<file path="config.mk">
export PLATFORM = sky130hd
export DESIGN_NAME = hyp_req_scheduler_flat
export DESIGN_NICKNAME = d
export VERILOG_FILES = /design/src/rtl/hyp_req_scheduler_if.sv /design/src/rtl/hyp_req_scheduler.sv /design/src/flat_wrapper.sv
export SDC_FILE = /design/constraint.sdc
export NUM_CORES = 1
export LEC_CHECK = 0
export BUFFER_PORTS_ARGS = -buffer_cell sky130_fd_sc_hd__buf_4
export CORE_MARGIN = 3
export CORE_UTILIZATION = 40
export CTS_CLUSTER_SIZE = 28
export DETAILED_ROUTE_END_ITERATION = 6
export PLACE_DENSITY = 0.75
export SLEW_MARGIN = 20
export SYNTH_ARGS = -nofsm -noshare
export SYNTH_HDL_FRONTEND = slang
export SYNTH_SLANG_ARGS = --single-unit
</file>
<file path="constraint.sdc">
create_clock -name clk -period 2.8 [get_ports clk]
set_input_delay 0.42 -clock clk [delete_from_list [all_inputs] [get_ports clk]]
set_output_delay 0.42 -clock clk [all_outputs]
set_load 0.05 [all_outputs]
</file>
<file path="src/rtl/hyp_req_scheduler_if.sv">
// Request, engine and response signals of the hypotenuse scheduler.
// The master modport is the scheduler's view; slave is the requester/engine/consumer view.
interface hyp_req_scheduler_if #(
    parameter int NUM_REQ = 4,
    parameter int IDW     = 2,
    parameter int DW      = 8
) ();
    logic [NUM_REQ-1:0]    req_valid;
    logic [NUM_REQ*DW-1:0] req_x;
    logic [NUM_REQ*DW-1:0] req_y;
    logic [NUM_REQ-1:0]    req_ready;

    logic                  eng_start;
    logic [DW-1:0]         eng_x;
    logic [DW-1:0]         eng_y;
    logic                  eng_abort;
    logic                  eng_done;
    logic [DW:0]           eng_result;

    logic                  rsp_valid;
    logic                  rsp_ready;
    logic [IDW-1:0]        rsp_id;
    logic [DW:0]           rsp_data;
    logic                  rsp_err;
    logic                  busy;

    modport master (
        input  req_valid, req_x, req_y, eng_done, eng_result, rsp_ready,
        output req_ready, eng_start, eng_x, eng_y, eng_abort,
               rsp_valid, rsp_id, rsp_data, rsp_err, busy
    );

    modport slave (
        output req_valid, req_x, req_y, eng_done, eng_result, rsp_ready,
        input  req_ready, eng_start, eng_x, eng_y, eng_abort,
               rsp_valid, rsp_id, rsp_data, rsp_err, busy
    );
endinterface

</file>
<file path="src/rtl/hyp_req_scheduler.sv">
// Round-robin scheduler sharing one hypotenuse engine; accept-to-rsp_valid = 2 + engine cycles, one op in flight,
// response held until rsp_ready. HYP_SCHED_TIMEOUT_EN adds an engine watchdog (abort + rsp_err after TIMEOUT WAIT cycles).
module hyp_req_scheduler #(
    parameter int NUM_REQ = 4,
    parameter int IDW     = 2,
    parameter int DW      = 8,
    parameter int TIMEOUT = 64
) (
    input  logic                 clk,
    input  logic                 rst,
    hyp_req_scheduler_if.master  bus
);

    if (NUM_REQ < 2 || NUM_REQ > 8 || (1 << IDW) < NUM_REQ || TIMEOUT < 1) begin : g_param_check
        $error("hyp_req_scheduler: illegal parameter combination");
    end

    typedef enum logic [1:0] {IDLE, ISSUE, WAIT, RESP} state_t;

    state_t             state;
    logic [IDW-1:0]     rr_ptr;
    logic [IDW-1:0]     rr_next;
    logic               win_found;
    logic [IDW-1:0]     win_idx;
    logic [DW-1:0]      win_x;
    logic [DW-1:0]      win_y;
    logic [NUM_REQ-1:0] req_ready_c;
    int                 cand;

    logic               eng_start_q;
    logic [DW-1:0]      eng_x_q;
    logic [DW-1:0]      eng_y_q;
    logic               rsp_valid_q;
    logic [IDW-1:0]     rsp_id_q;
    logic [DW:0]        rsp_data_q;
    logic               busy_q;

`ifdef HYP_SCHED_TIMEOUT_EN
    localparam int TW = $clog2(TIMEOUT + 1);
    logic [TW-1:0]      wait_cnt;
    logic               eng_abort_q;
    logic               rsp_err_q;
`endif

    // Walk downward so the last hit, i.e. the closest index at or above rr_ptr, wins.
    always_comb begin
        win_found = 1'b0;
        win_idx   = '0;
        cand      = 0;
        for (int k = NUM_REQ - 1; k >= 0; k--) begin
            cand = int'(rr_ptr) + k;
            if (cand >= NUM_REQ) begin
                cand = cand - NUM_REQ;
            end
            if (bus.req_valid[cand]) begin
                win_found = 1'b1;
                win_idx   = cand[IDW-1:0];
            end
        end
    end

    always_comb begin
        win_x       = bus.req_x[int'(win_idx)*DW +: DW];
        win_y       = bus.req_y[int'(win_idx)*DW +: DW];
        rr_next     = (win_idx == IDW'(NUM_REQ - 1)) ? '0 : win_idx + 1'b1;
        req_ready_c = '0;
        if (state == IDLE && win_found) begin
            req_ready_c[win_idx] = 1'b1;
        end
    end

    always_ff @(posedge clk) begin
        if (rst) begin
            state       <= IDLE;
            rr_ptr      <= '0;
            eng_start_q <= 1'b0;
            eng_x_q     <= '0;
            eng_y_q     <= '0;
            rsp_valid_q <= 1'b0;
            rsp_id_q    <= '0;
            rsp_data_q  <= '0;
            busy_q      <= 1'b0;
`ifdef HYP_SCHED_TIMEOUT_EN
            wait_cnt    <= '0;
            eng_abort_q <= 1'b0;
            rsp_err_q   <= 1'b0;
`endif
        end else begin
            eng_start_q <= 1'b0;
`ifdef HYP_SCHED_TIMEOUT_EN
            eng_abort_q <= 1'b0;
`endif
            case (state)
                IDLE: begin
                    if (win_found) begin
                        eng_x_q     <= win_x;
                        eng_y_q     <= win_y;
                        rsp_id_q    <= win_idx;
                        rr_ptr      <= rr_next;
                        eng_start_q <= 1'b1;
                        busy_q      <= 1'b1;
                        state       <= ISSUE;
                    end
                end
                ISSUE: begin
`ifdef HYP_SCHED_TIMEOUT_EN
                    wait_cnt <= '0;
`endif
                    state <= WAIT;
                end
                WAIT: begin
                    // A done in the final watchdog cycle still counts as a normal completion.
                    if (bus.eng_done) begin
                        rsp_data_q  <= bus.eng_result;
                        rsp_valid_q <= 1'b1;
`ifdef HYP_SCHED_TIMEOUT_EN
                        rsp_err_q   <= 1'b0;
`endif
                        state       <= RESP;
                    end
`ifdef HYP_SCHED_TIMEOUT_EN
                    else if (wait_cnt == TW'(TIMEOUT - 1)) begin
                        eng_abort_q <= 1'b1;
                        rsp_data_q  <= '0;
                        rsp_err_q   <= 1'b1;
                        rsp_valid_q <= 1'b1;
                        state       <= RESP;
                    end else begin
                        wait_cnt <= wait_cnt + 1'b1;
                    end
`endif
                end
                RESP: begin
                    if (bus.rsp_ready) begin
                        rsp_valid_q <= 1'b0;
                        busy_q      <= 1'b0;
                        state       <= IDLE;
                    end
                end
                default: state <= IDLE;
            endcase
        end
    end

    assign bus.req_ready = req_ready_c;
    assign bus.eng_start = eng_start_q;
    assign bus.eng_x     = eng_x_q;
    assign bus.eng_y     = eng_y_q;
    assign bus.rsp_valid = rsp_valid_q;
    assign bus.rsp_id    = rsp_id_q;
    assign bus.rsp_data  = rsp_data_q;
    assign bus.busy      = busy_q;
`ifdef HYP_SCHED_TIMEOUT_EN
    assign bus.eng_abort = eng_abort_q;
    assign bus.rsp_err   = rsp_err_q;
`else
    assign bus.eng_abort = 1'b0;
    assign bus.rsp_err   = 1'b0;
`endif

endmodule

</file>
<file path="src/flat_wrapper.sv">
// flat-port wrapper written by rule: the top's interface ports become plain ports
module hyp_req_scheduler_flat 
#(
    parameter int NUM_REQ = 4,
    parameter int IDW     = 2,
    parameter int DW      = 8,
    parameter int TIMEOUT = 64
)
  (clk, rst, bus_req_valid, bus_req_x, bus_req_y, bus_eng_done, bus_eng_result, bus_rsp_ready, bus_req_ready, bus_eng_start, bus_eng_x, bus_eng_y, bus_eng_abort, bus_rsp_valid, bus_rsp_id, bus_rsp_data, bus_rsp_err, bus_busy);
  hyp_req_scheduler_if #(.NUM_REQ(NUM_REQ), .IDW(IDW), .DW(DW)) bus_i ();
  input  logic clk;
  input  logic rst;
  input wire logic [$bits(bus_i.req_valid)-1:0] bus_req_valid;
  input wire logic [$bits(bus_i.req_x)-1:0] bus_req_x;
  input wire logic [$bits(bus_i.req_y)-1:0] bus_req_y;
  input wire logic [$bits(bus_i.eng_done)-1:0] bus_eng_done;
  input wire logic [$bits(bus_i.eng_result)-1:0] bus_eng_result;
  input wire logic [$bits(bus_i.rsp_ready)-1:0] bus_rsp_ready;
  output wire logic [$bits(bus_i.req_ready)-1:0] bus_req_ready;
  output wire logic [$bits(bus_i.eng_start)-1:0] bus_eng_start;
  output wire logic [$bits(bus_i.eng_x)-1:0] bus_eng_x;
  output wire logic [$bits(bus_i.eng_y)-1:0] bus_eng_y;
  output wire logic [$bits(bus_i.eng_abort)-1:0] bus_eng_abort;
  output wire logic [$bits(bus_i.rsp_valid)-1:0] bus_rsp_valid;
  output wire logic [$bits(bus_i.rsp_id)-1:0] bus_rsp_id;
  output wire logic [$bits(bus_i.rsp_data)-1:0] bus_rsp_data;
  output wire logic [$bits(bus_i.rsp_err)-1:0] bus_rsp_err;
  output wire logic [$bits(bus_i.busy)-1:0] bus_busy;
  assign bus_i.req_valid = bus_req_valid;
  assign bus_i.req_x = bus_req_x;
  assign bus_i.req_y = bus_req_y;
  assign bus_i.eng_done = bus_eng_done;
  assign bus_i.eng_result = bus_eng_result;
  assign bus_i.rsp_ready = bus_rsp_ready;
  assign bus_req_ready = bus_i.req_ready;
  assign bus_eng_start = bus_i.eng_start;
  assign bus_eng_x = bus_i.eng_x;
  assign bus_eng_y = bus_i.eng_y;
  assign bus_eng_abort = bus_i.eng_abort;
  assign bus_rsp_valid = bus_i.rsp_valid;
  assign bus_rsp_id = bus_i.rsp_id;
  assign bus_rsp_data = bus_i.rsp_data;
  assign bus_rsp_err = bus_i.rsp_err;
  assign bus_busy = bus_i.busy;
  hyp_req_scheduler #(.NUM_REQ(NUM_REQ), .IDW(IDW), .DW(DW), .TIMEOUT(TIMEOUT)) u_core (.clk(clk), .rst(rst), .bus(bus_i));
endmodule
</file>
---- Word level (Yosys, flattened, before mapping) ----
Cells that the tools add are included.
cells by class
  add/subtract/negate cells ............... 8
  $lt $le $gt $ge ......................... 10
  equality and inequality tests ........... 7
  shift operators ......................... 2
  mux-type cells .......................... 38
  bitwise logic cells ..................... 1
  reduce and logical (&&, ||, !) cells .... 11
operators by type and width
  cell                                                                            count
  32-bit by 4-bit less-than comparator with 1-bit output (second input constant)  4
  32-bit two-way mux                                                              4
  32-bit by 4-bit >= comparator with 1-bit output (second input constant)         3
  32-bit by 4-bit subtractor with 32-bit output (second input constant)           3
  32-bit by 6-bit variable part select with 8-bit output                          2
  1-bit two-way mux                                                               17
  2-bit two-way mux                                                               8
  3-bit AND reduction                                                             3
  1-bit binary-select mux with 2-bit select                                       4
  2-bit case mux with 4 select lines                                              1
  2-bit by 2-bit adder with 3-bit output (second input constant)                  2
  2-bit == test (second input constant)                                           3
  4-bit two-way mux                                                               1
  2-bit inequality test (second input constant)                                   2
  1-bit case mux with 2 select lines                                              2
  2-bit AND reduction                                                             2
  2-bit nonzero test                                                              2
  2-bit by 3-bit subtractor with 4-bit output (second input constant)             1
  2-bit by 1-bit adder with 3-bit output (second input constant)                  1
  2-bit by 3-bit >= comparator with 1-bit output (second input constant)          1
  2-bit by 3-bit less-than comparator with 1-bit output (second input constant)   1
  2-bit by 1-bit adder with 2-bit output (second input constant)                  1
  1-bit demux with 2-bit select                                                   1
  2-bit by 1-bit == test with 1-bit output (second input constant)                1
  other kinds (6)                                                                 7
storage, ports and cells
  register bits after elaboration ......... 34
  input bits .............................. 81
  output and inout bits ................... 36
  word-level logic and storage cells ...... 86

---- Depth between registers and ports, before layout ----
Gate-level depths: netlist of run 1.
  word-level depth ........................ 15
  depth in mapped cells ................... 8
  gate-level depth less buffers ........... 7

---- Worst setup path after synthesis of run 1 ----
Ideal clock, no wire load.
  kind .................................... input to output
  from .................................... input port bus_req_valid[0]
  to ...................................... output port bus_req_ready[2]
  data arrival time ....................... 2335 ps
  required time ........................... 2380 ps
  setup slack ............................. 45 ps
  cell stages on the path ................. 6
  path through ............................ a21o_1 -> a21oi_1 -> o22a_1 -> buf_6 -> buf_6 -> nor3b_1
between the ends
  longest elaborated chain between the ends .. 12
ends and longest elaborated chain
  element                                                                                                                                        RTL line                 RTL
  start, declared                                                                                                                                flat_wrapper.sv:13       input wire logic [$bits(bus_i.req_valid)-1:0] bus_req_valid;
  1-bit binary-select mux with 2-bit select                                                                                                      hyp_req_scheduler.sv:55  if (bus.req_valid[cand]) begin
  1-bit two-way mux (not written as such) (2 in a row)                                                                                           hyp_req_scheduler.sv:55
  2-bit two-way mux (4 in a row)                                                                                                                 hyp_req_scheduler.sv:55
  2-bit by 3-bit less-than comparator with 1-bit output (not written as such) or 2-bit by 1-bit >= comparator with 1-bit output (tied branches)  hyp_req_scheduler.sv:68  req_ready_c[win_idx] = 1'b1;
  1-bit logical AND (not written as such)                                                                                                        hyp_req_scheduler.sv:68
  1-bit two-way mux (not written as such)                                                                                                        hyp_req_scheduler.sv:68
  1-bit demux with 2-bit select                                                                                                                  n/a
  4-bit two-way mux *                                                                                                                            hyp_req_scheduler.sv:67  if (state == IDLE && win_found) begin
  end, declared                                                                                                                                  flat_wrapper.sv:19       output wire logic [$bits(bus_i.req_ready)-1:0] bus_req_ready;
Every way passes the cells marked *; elsewhere a longest branch is shown, timed or not. The select of a mux whose other input is x is not followed.

---- Worst setup path after layout of run 1 ----
  from .................................... register u_core.state[1]
  to ...................................... output port bus_req_ready[1]
between the ends
  longest elaborated chain between the ends .. 3
ends and longest elaborated chain
  element                 RTL line                  RTL
  start, declared         hyp_req_scheduler.sv:20   state_t state;
  start signal, assigned  hyp_req_scheduler.sv:74   state <= IDLE;
  start signal, assigned  hyp_req_scheduler.sv:102  state <= ISSUE;
  start signal, assigned  hyp_req_scheduler.sv:109  state <= WAIT;
  2-bit zero test         hyp_req_scheduler.sv:67
  1-bit logical AND       hyp_req_scheduler.sv:67
  4-bit two-way mux       hyp_req_scheduler.sv:67
No other way between the ends.

==> qor.log, run 1 <==
INFO  cts            cts_tree=built
INFO  cells_and_area area_delta_synth_final=48.6%
INFO  min_path       hp-class=input port to flip-flop
INFO  global_routing groute.usage.overall=0.178
INFO  synth          syn-mean-instance-area=9.40um^2
INFO  global_routing grt_first_pass_wirelength=7.79mm
INFO  timing         skew=9.51ps
INFO  power          p_total=2.92mW
INFO  cells_and_area final.fill_count=385
INFO  floorplanning  core_area=4470um^2
INFO  synth          synth_compound_gate_area_share=0.193
INFO  timing         max_slew.worst_pin.slew=580ps
INFO  synth          synth-seq-cells=34
INFO  worst_setup_path worst_r2r_path_cells=6
INFO  cts            clk_transition_reported_paths=80ps
INFO  flow_run       cap_violations=0
INFO  worst_setup_path start_kind=flip-flop
INFO  floorplanning  total_die_area=5610um^2
INFO  power          peak_supply_drop=0.641mV
INFO  synth          cell_area_after_technology_mapping=1900um^2
INFO  drt            drt-total-wl=5.08mm
INFO  power          p_leak=1.30nW
INFO  floorplanning  die-width=74.9um
INFO  drt            drc_errors=0
INFO  floorplanning  die_y=74.9um
INFO  cts            ctsRootBufferMaster=sky130_fd_sc_hd__clkbuf_8
INFO  timing         timing.slew.headroom=0.613
INFO  cells_and_area stdcell_count=365
INFO  run_status     status=completed
INFO  cts            clockBufferDepth=2
INFO  drt            drtIter0Drc=69
INFO  synth          yosysUniqueCellTypes=34
INFO  worst_setup_path critPathRequiredTime=2380ps
INFO  synth          ys_seq_area_frac=0.359
INFO  drt            avgRoutedWirePerCell=13.9um
INFO  floorplanning  std_cell_rows=24
INFO  cells_and_area antenna-diode-count=0
INFO  cts            numClockSinks=34
INFO  timing         post-route-min-period=2360ps
INFO  power          power-per-cell-area=1040nW/um^2
INFO  cells_and_area layout.cells.most_common_list=116 x sky130_fd_sc_hd__buf_4, 43 x sky130_fd_sc_hd__nand2_1, 34 x sky130_fd_sc_hd__dfxtp_1
INFO  worst_setup_path critPathMaxFanout=8
INFO  global_routing grt_antenna_before_repair=0
INFO  cts            htreeDepth=2
INFO  cells_and_area multi_input_area=1070um^2
INFO  cells_and_area final_nets=398
INFO  floorplanning  design.portCount=117
INFO  cts            post_cts_resize_count=0
INFO  cts            hold_buffers=0
INFO  min_path       hold_depth=3
INFO  synth          synthesis.yosys.warnings=0
INFO  synth          synthMuxAreaShare=0.169
INFO  placement      placed_cells_incl_taps=357
INFO  timing         unrepaired_setup_endpoints_after_global_routing=false
INFO  cts            clkLatencyLatePin=290ps
INFO  worst_setup_path worstSetupPathType=flip-flop to output pin
INFO  global_routing globalRoute.totalOverflow=0
INFO  global_routing number_of_global_route_vias_before_repair=1724
INFO  worst_setup_path critPathCaptureType=output pin
INFO  synth          yosys.area_share.simple=0.163
INFO  global_routing grt_start_max_net_pins=33
INFO  timing         fmax=0.424GHz
INFO  cts            cts.repair_timing.setup_buffer_count=0
INFO  synth          synth_fa_ha_area_frac=0.0330
INFO  synth          synthesized_instance_count=202
INFO  floorplanning  start_util=0.424
INFO  cells_and_area seqCellArea=681um^2
INFO  timing         finalHoldViolations=0
INFO  cells_and_area drive_above_1_share=0.450
INFO  synth          synth_top_family_by_area=compound AO/OA/AOI/OAI gates
INFO  timing         maxSlewViolCount=0
INFO  placement      dp.final_hpwl=3.97mm
INFO  timing         setup_total_negative_slack=0ps
INFO  worst_setup_path critical_path_arrival=1940ps
INFO  placement      globalplace.congestion=0.804
INFO  synth          synth_xor_area_frac=0
INFO  drt            route.detailed.vias_per_inst=4.99
INFO  worst_setup_path rrSetupSlack=850ps
INFO  timing         setup-violations-final=0
INFO  cells_and_area layout_commonest_cell=sky130_fd_sc_hd__buf_4
INFO  cts            cts_buffers=5
INFO  drt            vias=1821
INFO  placement      port-buffer-count=114
INFO  drt            route.antenna.remaining_nets=0
INFO  timing         layout_worst_path_cycle_share=0.842
INFO  drt            router_iterations_before_antenna_repair=4
-- state kept, by name (all words and copies together), names as in the netlist --
register	flops
u_core.bus.busy	1
u_core.bus.eng_start	1
u_core.bus.eng_x	8
u_core.bus.eng_y	8
u_core.bus.rsp_data	9
u_core.bus.rsp_id	2
u_core.bus.rsp_valid	1
u_core.rr_ptr	2
u_core.state	2
-- per-stage QoR --
stage               cell area, um^2   util  setup WS (ps)  hold WS [ps]
floorplan                      1900      -           44.6           495
global placement               2710  0.605            717           442
detailed placement             2710  0.605            661           447
CTS                            2820  0.630            423           360
global route                   2820  0.630            250           367
finish                         2820  0.630            443           370
-- report_power, final --
group	switching, mW	leakage [nW]	internal [mW]	total (mW)
clock	0.189	0.0504	0.265	0.454
sequential	0.104	0.279	0.657	0.761
combinational	1.11	0.970	0.598	1.71
-- final cells by class --
| type | instances | area share |
|---|---|---|
| Multi-Input combinational cell | 149 | 0.378 |
| Timing Repair Buffer | 116 | 0.309 |
| Sequential cell | 34 | 0.241 |
| Clock buffer | 5 | 0.0244 |
| Tap cell | 52 | 0.0231 |
| Clock inverter | 3 | 0.0160 |
| Inverter | 6 | 0.00799 |
-- cell usage after synthesis --
cell,n,area (um^2)
sky130_fd_sc_hd__nor4_2,1,12.5
sky130_fd_sc_hd__o22ai_1,1,6.26
sky130_fd_sc_hd__nand2b_1,3,18.8
sky130_fd_sc_hd__o22a_1,1,8.76
sky130_fd_sc_hd__a222oi_1,1,10.0
sky130_fd_sc_hd__nand2_2,1,6.26
sky130_fd_sc_hd__and2_1,2,12.5
sky130_fd_sc_hd__a21oi_1,16,80.1
sky130_fd_sc_hd__dfxtp_1,34,681
sky130_fd_sc_hd__a211oi_4,1,20.0
sky130_fd_sc_hd__buf_4,2,15.0
sky130_fd_sc_hd__a2bb2oi_1,1,8.76
sky130_fd_sc_hd__nor2_2,1,6.26
sky130_fd_sc_hd__buf_12,1,20.0
sky130_fd_sc_hd__nor3_1,1,5.00
sky130_fd_sc_hd__conb_1,1,3.75
sky130_fd_sc_hd__inv_1,6,22.5
sky130_fd_sc_hd__nor3b_1,1,7.51
sky130_fd_sc_hd__buf_8,2,30.0
sky130_fd_sc_hd__ha_1,5,62.6
sky130_fd_sc_hd__o221ai_2,10,150
sky130_fd_sc_hd__buf_6,4,45.0
sky130_fd_sc_hd__nand2_1,43,161
sky130_fd_sc_hd__buf_2,3,15.0
sky130_fd_sc_hd__nor2_4,1,11.3
sky130_fd_sc_hd__o221ai_1,6,52.6
sky130_fd_sc_hd__mux2i_1,32,320
sky130_fd_sc_hd__and2b_1,1,7.51
sky130_fd_sc_hd__nand2b_2,1,8.76
sky130_fd_sc_hd__a211oi_1,2,15.0
sky130_fd_sc_hd__a21o_1,2,15.0
sky130_fd_sc_hd__nor2_1,12,45.0
sky130_fd_sc_hd__clkbuf_1,2,7.51
sky130_fd_sc_hd__nor2b_1,1,6.26
-- final timing paths --
| check | from | endpoint |
|---|---|---|
| max | u_core.state[1]$_SDFFE_PP0P_ | bus_req_ready[1] |
| min | bus_eng_result[3] | u_core.bus.rsp_data[3]$_SDFFE_PP0P_ |
| max reg2reg | u_core.rr_ptr[1]$_SDFFE_PP0P_ | u_core.bus.eng_y[7]$_SDFFE_PP0P_ |
| min reg2reg | u_core.bus.rsp_data[4]$_SDFFE_PP0P_ | u_core.bus.rsp_data[4]$_SDFFE_PP0P_ |
-- worst max-delay path, stage by stage, from the launching register on --
cell and delay (ps):
sky130_fd_sc_hd__dfxtp_1 330, sky130_fd_sc_hd__inv_1 90, sky130_fd_sc_hd__ha_1 220, sky130_fd_sc_hd__nor2b_1 510, sky130_fd_sc_hd__nand2_1 150, sky130_fd_sc_hd__nor2_1 130, sky130_fd_sc_hd__buf_4 210
-- cell families after synthesis --
family / Yosys count
simple gates: 69
compound gates: 41
flops: 34
mux: 32
buf+inv: 20
fa+ha+maj: 5
other cells: 1
-- routing by layer --
layer | track usage | vias to the layer above | share of wire
met5 | 0 | - | 0
met2 | 0.301 | 96 | 0.45
met1 | 0.205 | 790 | 0.41
met4 | 0.0514 | 0 | 0.0057
met3 | 0.0774 | 5 | 0.13
li1 | - | 930 | -
Power figures use the tool's default switching activity.
==> inputs of run 2 (changes only) <==
==> constraint.sdc (replaced) <==
create_clock -name clk -period 2.3 [get_ports clk]
set_input_delay 0.345 -clock clk [delete_from_list [all_inputs] [get_ports clk]]
set_output_delay 0.345 -clock clk [all_outputs]
set_load 0.05 [all_outputs]
==> qor.log, run 2 (synthesis gave the netlist of run 1 again) <==
INFO  cts            clk_transition_reported_paths=70ps [about the same]
INFO  timing         unrepaired_setup_endpoints_after_global_routing=false
INFO  worst_setup_path critPathMaxFanout=7 [-1]
INFO  cells_and_area antenna-diode-count=0 [unchanged]
INFO  cts            clockBufferDepth=2 [unchanged]
INFO  worst_setup_path worstSetupPathType=flip-flop to output pin
INFO  timing         layout_worst_path_cycle_share=0.940
INFO  cells_and_area stdcell_count=365 [unchanged]
INFO  floorplanning  die-width=74.9um [unchanged]
INFO  cts            cts_tree=built
INFO  global_routing groute.usage.overall=0.175 [-0.00363]
INFO  drt            route.antenna.remaining_nets=0 [unchanged]
INFO  floorplanning  std_cell_rows=24 [unchanged]
INFO  drt            route.detailed.vias_per_inst=4.99 [about the same]
INFO  min_path       hp-class=input port to flip-flop
INFO  cells_and_area multi_input_area=1080um^2 [+1.6%]
INFO  timing         skew=5.85ps [-3.66 ps]
INFO  global_routing number_of_global_route_vias_before_repair=1667 [-3.3%]
INFO  cts            cts.repair_timing.setup_buffer_count=0 [unchanged]
INFO  worst_setup_path critPathRequiredTime=1960ps [-420 ps]
INFO  power          p_leak=1.31nW [+0.88%]
INFO  drt            drc_errors=0 [unchanged]
INFO  cts            cts_buffers=5 [unchanged]
INFO  power          p_total=3.49mW [+20%]
INFO  cells_and_area layout_commonest_cell=sky130_fd_sc_hd__buf_4
INFO  timing         max_slew.worst_pin.slew=531ps [-48.2 ps]
INFO  floorplanning  design.portCount=117 [unchanged]
INFO  cts            ctsRootBufferMaster=sky130_fd_sc_hd__clkbuf_8
INFO  power          power-per-cell-area=1230nW/um^2 [+19%]
INFO  drt            vias=1822 [+0.055%]
INFO  cells_and_area area_delta_synth_final=49.0%
INFO  floorplanning  total_die_area=5610um^2 [unchanged]
INFO  drt            drtIter0Drc=34 [-51%]
INFO  placement      dp.final_hpwl=4.09mm [+2.9%]
INFO  placement      post-place-ws=315ps [-347 ps]
INFO  global_routing globalRoute.totalOverflow=0 [unchanged]
INFO  timing         post-route-min-period=2160ps
INFO  cells_and_area final_nets=398 [unchanged]
INFO  placement      globalplace.congestion=0.764 [-5.1%]
INFO  cells_and_area drive_above_1_share=0.457 [+0.00639]
INFO  floorplanning  start_util=0.424 [unchanged]
INFO  drt            avgRoutedWirePerCell=13.9um [-0.49%]
INFO  floorplanning  core_area=4470um^2 [unchanged]
INFO  flow_run       cap_violations=0 [unchanged]
INFO  timing         maxSlewViolCount=0 [unchanged]
INFO  cells_and_area final.fill_count=399 [+3.6%]
INFO  cts            clkLatencyLatePin=290ps [about the same]
INFO  floorplanning  die_y=74.9um [unchanged]
INFO  drt            drt-total-wl=5.06mm [-0.49%]
INFO  timing         fmax=0.463GHz
INFO  global_routing grt_antenna_before_repair=0 [unchanged]
INFO  power          peak_supply_drop=0.857mV [+34%]
INFO  cells_and_area layout.cells.most_common_list=115 x sky130_fd_sc_hd__buf_4, 43 x sky130_fd_sc_hd__nand2_1, 34 x sky130_fd_sc_hd__dfxtp_1
INFO  timing         timing.slew.headroom=0.643 [+0.0300]
INFO  worst_setup_path start_kind=flip-flop
INFO  timing         setup_slack=138ps [-305 ps]
INFO  timing         setup_total_negative_slack=0ps [unchanged]
INFO  cells_and_area seqCellArea=681um^2 [unchanged]
INFO  placement      placed_cells_incl_taps=357 [unchanged]
INFO  cts            htreeDepth=2 [unchanged]
INFO  placement      port-buffer-count=114 [unchanged]
INFO  timing         setup-violations-final=0 [unchanged]
INFO  global_routing grt_start_max_net_pins=31 [-6.1%]
INFO  cells_and_area flip_flop_count_of_the_largest_register_all_copies_and_words_added=9 [unchanged]
INFO  run_status     status=completed
INFO  cts            numClockSinks=34 [unchanged]
INFO  worst_setup_path critical_path_arrival=1820ps [-120 ps]
INFO  timing         finalHoldViolations=0 [unchanged]
INFO  worst_setup_path critPathCaptureType=output pin
INFO  global_routing grt_first_pass_wirelength=7.56mm [-2.9%]
INFO  drt            router_iterations_before_antenna_repair=4 [unchanged]
==> run 2: per-layer routing <==
| metal | share of wire | track usage |
|---|---|---|
| met5 | 0 | 0 |
| met4 | 0.011 | 0.0534 |
| met3 | 0.14 | 0.0828 |
| met2 | 0.45 | 0.280 |
| met1 | 0.40 | 0.208 |
==> run 2: final cells by class <==
type / instances / area share
clock buffer: 7 / 0.0305
clock inverter: 1 / 0.00177
inverter: 6 / 0.00796
multi-input combinational: 149 / 0.384
sequential: 34 / 0.241
tap: 52 / 0.0230
timing repair buffer: 116 / 0.312
==> run 2: power by group <==
| part | leakage (nW) | internal, mW | switching, mW |
|---|---|---|---|
| logic | 0.984 | 0.760 | 1.36 |
| registers | 0.279 | 0.800 | 0.123 |
| clock network | 0.0482 | 0.241 | 0.204 |
| total | 1.31 | 1.80 | 1.69 |
==> run 2: critical path: stages (launching register included) <==
cell	delay (ps)
sky130_fd_sc_hd__dfxtp_1	370
sky130_fd_sc_hd__nand2b_1	140
sky130_fd_sc_hd__a21oi_1	100
sky130_fd_sc_hd__a211oi_4	400
sky130_fd_sc_hd__ha_1	220
sky130_fd_sc_hd__and2_1	120
sky130_fd_sc_hd__buf_4	190
==> run 2: final timing paths <==
kind	startpoint	to	slack (ps)	cells past startpoint
setup / recovery	u_core.rr_ptr[0]$_SDFFE_PP0P_	bus_req_ready[3]	140	6
hold / removal	bus_eng_result[1]	u_core.bus.rsp_data[1]$_SDFFE_PP0P_	300	3
setup reg to reg	u_core.rr_ptr[1]$_SDFFE_PP0P_	u_core.bus.eng_x[0]$_SDFFE_PP0P_	480	6
hold reg to reg	u_core.bus.rsp_id[1]$_SDFFE_PP0P_	u_core.bus.rsp_id[1]$_SDFFE_PP0P_	460	2
==> run 2: metrics by stage <==
| stage | area (um^2) | hold slack [ps] | utilization |
|---|---|---|---|
| detailed placement | 2730 | 447 | 0.610 |
| finish | 2830 | 303 | 0.632 |
| global placement | 2730 | 442 | 0.610 |
| global route | 2830 | 294 | 0.632 |
| CTS | 2820 | 290 | 0.631 |
| floorplan | 1910 | 481 | - |
==> run 2: what timing repair did <==
item / CTS / global route
resized for setup: 1 / 1
cloned: 0 / 0
pin swaps: 0 / 0
hold buffers: 0 / 0
endpoints found under the setup margin: 1 / 1
